## src/rtl/pio_out_fifo.sv

```systemverilog
// Output-side FIFO for the PIO block: registered head word, count-based full/empty,
// flush, and a sticky flag for writers that drop or change a stalled word.
module pio_out_fifo #(
  parameter int WIDTH = 8,
  parameter int DEPTH = 4
) (
  input  logic                         clk,
  input  logic                         rst,
  input  logic [WIDTH-1:0]             in_data,
  input  logic                         in_valid,
  output logic                         in_ready,
  input  logic                         flush,
  output logic [WIDTH-1:0]             out_data,
  output logic                         out_valid,
  input  logic                         out_ready,
  output logic [$clog2(DEPTH+1)-1:0]   count,
  output logic                         hold_err
);

  localparam int AW = $clog2(DEPTH);
  localparam int CW = $clog2(DEPTH + 1);
  localparam logic [CW-1:0] FULL_CNT = CW'(DEPTH);

  logic [WIDTH-1:0] mem_q [DEPTH];
  logic [WIDTH-1:0] mem_d [DEPTH];
  logic [AW-1:0]    wr_ptr_q, wr_ptr_d;
  logic [AW-1:0]    rd_ptr_q, rd_ptr_d;
  logic [CW-1:0]    count_q, count_d;
  logic             hold_err_q, hold_err_d;
  logic             stall_q, stall_d;
  logic [WIDTH-1:0] stall_data_q, stall_data_d;
  logic             wr_en, rd_en;

  // in_ready looks only at the stored count, so a full queue never takes a word
  // even when the reader frees a slot on the same edge.
  assign in_ready  = (count_q != FULL_CNT);
  assign out_valid = (count_q != '0);
  assign out_data  = out_valid ? mem_q[rd_ptr_q] : '0;
  assign count     = count_q;
  assign hold_err  = hold_err_q;

  assign wr_en = in_valid & in_ready & ~flush;
  assign rd_en = out_valid & out_ready & ~flush;

  always_comb begin
    mem_d = mem_q;
    if (wr_en) mem_d[wr_ptr_q] = in_data;
  end

  always_comb begin
    wr_ptr_d     = wr_ptr_q;
    rd_ptr_d     = rd_ptr_q;
    count_d      = count_q;
    hold_err_d   = hold_err_q;
    stall_d      = in_valid & ~in_ready;
    stall_data_d = in_data;

    // A stalled word must be re-offered unchanged on the following edge.
    if (stall_q && (!in_valid || (in_data != stall_data_q))) hold_err_d = 1'b1;

    if (wr_en) wr_ptr_d = wr_ptr_q + 1'b1;
    if (rd_en) rd_ptr_d = rd_ptr_q + 1'b1;

    case ({wr_en, rd_en})
      2'b10:   count_d = count_q + 1'b1;
      2'b01:   count_d = count_q - 1'b1;
      default: count_d = count_q;
    endcase

    if (flush) begin
      wr_ptr_d   = '0;
      rd_ptr_d   = '0;
      count_d    = '0;
      hold_err_d = 1'b0;
      stall_d    = 1'b0;
    end
  end

  // Storage is not reset; out_data masking keeps stale entries invisible.
  always_ff @(posedge clk) begin
    mem_q <= mem_d;
  end

  always_ff @(posedge clk) begin
    if (!rst) begin
      wr_ptr_q     <= '0;
      rd_ptr_q     <= '0;
      count_q      <= '0;
      hold_err_q   <= 1'b0;
      stall_q      <= 1'b0;
      stall_data_q <= '0;
    end else begin
      wr_ptr_q     <= wr_ptr_d;
      rd_ptr_q     <= rd_ptr_d;
      count_q      <= count_d;
      hold_err_q   <= hold_err_d;
      stall_q      <= stall_d;
      stall_data_q <= stall_data_d;
    end
  end

endmodule

```

## config.mk

```make
export PLATFORM = sky130hd
export DESIGN_NAME = pio_out_fifo
export DESIGN_NICKNAME = d
export VERILOG_FILES = /design/src/rtl/pio_out_fifo.sv
export SDC_FILE = /design/constraint.sdc
export NUM_CORES = 1
export LEC_CHECK = 0
export CELL_PAD_IN_SITES_DETAIL_PLACEMENT = 1
export CELL_PAD_IN_SITES_GLOBAL_PLACEMENT = 2
export CORE_ASPECT_RATIO = 0.7
export CORE_MARGIN = 4
export CORE_UTILIZATION = 38
export DETAILED_ROUTE_END_ITERATION = 12
export PLACE_DENSITY = 0.8
export SYNTH_ARGS = -nofsm -noshare
export SYNTH_HDL_FRONTEND = slang
export SYNTH_SLANG_ARGS = --single-unit
export TNS_END_PERCENT = 1
```

## constraint.sdc

```tcl
create_clock -name clk -period 2.34 [get_ports clk]
set_clock_uncertainty 0.15 [all_clocks]
set_input_delay 0.351 -clock clk [delete_from_list [all_inputs] [get_ports clk]]
set_output_delay 0.351 -clock clk [all_outputs]
set_load 0.01 [all_outputs]
```

==> results of run 1 <==
final cells by class:
class	instances	area, sq um
Fill cell	501	2430
Tap cell	69	86.3
Timing Repair Buffer	37	340
Clock inverter	1	7.51
Inverter	11	41.3
Multi-Input combinational cell	73	676
Sequential cell	49	1310
Clock buffer	7	76.3
state kept, by name, summed over array words and instances, names as in the netlist:
signal,count
count,3
stall_data_q,8
wr_ptr_q,2
rd_ptr_q,2
stall_q,1
mem_q,32
hold_err,1
placed cells by master (no fill, tap or decap), drive strengths merged:
cell	n
dfxtp	17
buf	11
nand2	3
nand2b	1
and2	20
nor4	1
or3	2
ha	5
clkdlybuf4s50	18
xor2	9
o21bai	1
and4b	1
nand3	2
nor2	7
fa	1
nor3b	1
clkbuf	7
o22ai	1
and3	1
a21oi	3
xnor2	1
o21ai	1
mux4	8
edfxtp	32
a222oi	1
clkinvlp	1
o211ai	1
inv	11
a31oi	1
dlygate4sd2	8
nor3	1
per-stage QoR:
stage	setup TNS [ps]	power (mW)	area [sq um]	instances
after floorplan	0	1.02	2030	137
after global placement	-57.5	1.08	2420	237
after detailed placement	-195	1.09	2420	237
after CTS	0	1.56	2500	245
after global routing	-25.1	1.61	2530	247
final	0	1.55	2530	247
worst register-to-register path, stage by stage, from the launching register on:
cell     delay (ps)
dfxtp_2         350
inv_1            90
and3_4          220
nor3b_2          50
inv_1            60
ha_2            170
inv_1            50
fa_1            390
xor2_1          170
or3_4           340
a21oi_2         160
layer usage:
metal / share of wire, % / global-route usage (%) / up-vias
met5: 0 / 0 / -
met4: 1.0 / 4.26 / 0
met3: 4.5 / 3.69 / 7
met2: 49 / 20.2 / 22
met1: 46 / 18.0 / 590
li1: - / - / 562
cell families after synthesis:
| kind of cell | count (synthesis) | synth area share [%] |
|---|---|---|
| compound gates | 9 | 2.83 |
| xor+xnor | 10 | 4.68 |
| fa+ha+maj | 6 | 4.06 |
| simple gates | 40 | 12.0 |
| buf+inv | 15 | 3.57 |
| mux | 8 | 8.86 |
| flops | 49 | 64.0 |
path summary, 6_finish.rpt:
path                            slack [ps]                   from                    end
worst min-delay path                   350     stall_q$_SDFF_PP0_  hold_err$_SDFFE_PP0P_
worst max register to register          60  count[1]$_SDFFE_PP0P_  count[2]$_SDFFE_PP0P_
worst min register to register         350     stall_q$_SDFF_PP0_  hold_err$_SDFFE_PP0P_
worst max-delay path                    60  count[1]$_SDFFE_PP0P_  count[2]$_SDFFE_PP0P_
timing repair:
action / in CTS / in global routing
cloned: 0 / 0
endpoints found under the setup margin: 8 / 1
gates resized for setup: 11 / 9
buffers inserted: 0 / 2
pin swaps: 0 / 1
power breakdown:
| part | internal, mW | leakage (nW) | switching (mW) | total [mW] |
|---|---|---|---|---|
| Combinational | 0.0632 | 0.458 | 0.0594 | 0.123 |
| Sequential | 0.940 | 0.432 | 0.00789 | 0.947 |
| Clock | 0.212 | 0.0385 | 0.265 | 0.476 |
| Total | 1.21 | 0.928 | 0.332 | 1.55 |
==> results.sh, run 1 <==
export IMPL_wirelength_um=4020
export IMPL_synth_area_sq_um=2030
export IMPL_ant_nets=0
export IMPL_cp_slowest_cell="fa_1"
export IMPL_required_ps=2410
export IMPL_holdWs_ps=348
export IMPL_yosys_top_cells_area="edfxtp_1 (47%), dfxtp_1 (17%), mux4_2 (8.9%), and2_1 (6.2%), xor2_1 (3.4%)"
export IMPL_setup_viol_count_final=0
export IMPL_ys_flop_type="edfxtp_1"
export IMPL_utilization_pct=51.0
export IMPL_die_w_um=95.4
export IMPL_clock_latency_ps=300
export IMPL_cts_hold_buffers=0
export IMPL_worst_slack_ps=63.7
export IMPL_dieArea_sq_um=6600
export IMPL_via_count=1181
export IMPL_nNetsFinal=196
export IMPL_syn_to_final_growth_pct=24.6
export IMPL_final_hold_viol_count=0
export IMPL_finalMaxSlewViolations=0
export IMPL_synthMostInstantiatedCell="edfxtp_1"
export IMPL_critical_path_startpoint_type="flip-flop"
export IMPL_io_buffers=26
export IMPL_path_depth=10
export IMPL_ys_ff_latch=49
export IMPL_slew_limit_headroom_pct=67.2
export IMPL_h_tree_depth=2
export IMPL_syn_avg_cell_area_sq_um=14.8
export IMPL_row_count=21
export IMPL_synth_common_cells="edfxtp_1 (32), and2_1 (20), dfxtp_1 (17), inv_1 (11)"
export IMPL_grt_pass1_vias=1195
export IMPL_yosysUniqueCellTypes=32
export IMPL_synth_edf_count=32
export IMPL_r2r_cells=10
export IMPL_hpwl_um=2990
export IMPL_wl_per_cell_um=16.3
export IMPL_endpoint_kind="flip-flop"
export IMPL_antenna_found_initial=0
export IMPL_crit_buf_inv=3
export IMPL_outcome="finished, final reports clean"
export IMPL_critPathTopFamily="simple AND/OR/NAND/NOR gates"
export IMPL_yosysTopAreaCell="edfxtp_1"
export IMPL_max_cap_viol_count=0
export IMPL_die_h_um=69.2
export IMPL_numCtsBuffers=5
export IMPL_root_buffer="clkbuf_8"
export IMPL_path_clk_slew_ps=80
export IMPL_finalCritPeriodShare_pct=97.3
export IMPL_fmax_mhz=439
export IMPL_syn_inst=137
export IMPL_yosysTopAreaCellShare_pct=47.3
export IMPL_p_leak_nw=0.928
export IMPL_grt_max_degree=15
export IMPL_grt_pass1_wl_um=6440
export IMPL_ys_warnings_count=0
export IMPL_routed_via_density=4.78
export IMPL_firstDrtPassIters=4
export IMPL_cpMostUsedCell="inv_1"
export IMPL_synth_fp_nets=156
export IMPL_drtIter0Drc=61
export IMPL_dp_slack_ps=-195
export IMPL_cts_tree="done"
export IMPL_grtUsageTotal_pct=13.2
export IMPL_whs_path_depth=2
export IMPL_overflow=0
export IMPL_worstPathMaxFanout=4
export IMPL_max_stage_delay_ps=390
export IMPL_diodes=0
export IMPL_holdCritPathClass="flip-flop to flip-flop"
export IMPL_critPathKind="flip-flop to flip-flop"
export IMPL_clock_path_buffers=2
export IMPL_power_density_nw_per_um2=610
export IMPL_cp_cell_sequence="inv_1 -> and3_4 -> nor3b_2 -> inv_1 -> ha_2 -> inv_1 -> fa_1 -> xor2_1 -> or3_4 -> a21oi_2"
export IMPL_period_needed_ps=2280
export IMPL_critical_path_arrival_ps=2350
export IMPL_clock_sinks=49
export IMPL_drive_gt1_share_pct=21.3
export IMPL_drcViolationCount=0
export IMPL_num_io_pins=27
export IMPL_start_util_pct=40.9
export IMPL_ir_drop_v=0.000224
export IMPL_core_area_sq_um=4970
export IMPL_async_flop_share_pct=0
export IMPL_gp_congestion=0.700
export IMPL_seq_area_frac_synth_pct=64.0
export IMPL_tightest_slew_ps=491
Note: power is estimated with default switching activity, not from simulation.
==> inputs of run 2 (changes only) <==
--- a/config.mk
+++ b/config.mk
@@ -5,6 +5,7 @@
 export SDC_FILE = /design/constraint.sdc
 export NUM_CORES = 1
 export LEC_CHECK = 0
+export CAP_MARGIN = 5
 export CELL_PAD_IN_SITES_DETAIL_PLACEMENT = 1
 export CELL_PAD_IN_SITES_GLOBAL_PLACEMENT = 2
 export CORE_ASPECT_RATIO = 0.7
==> results of run 2 <==
The final DEF is identical to that of run 1; final timing and power are the same.
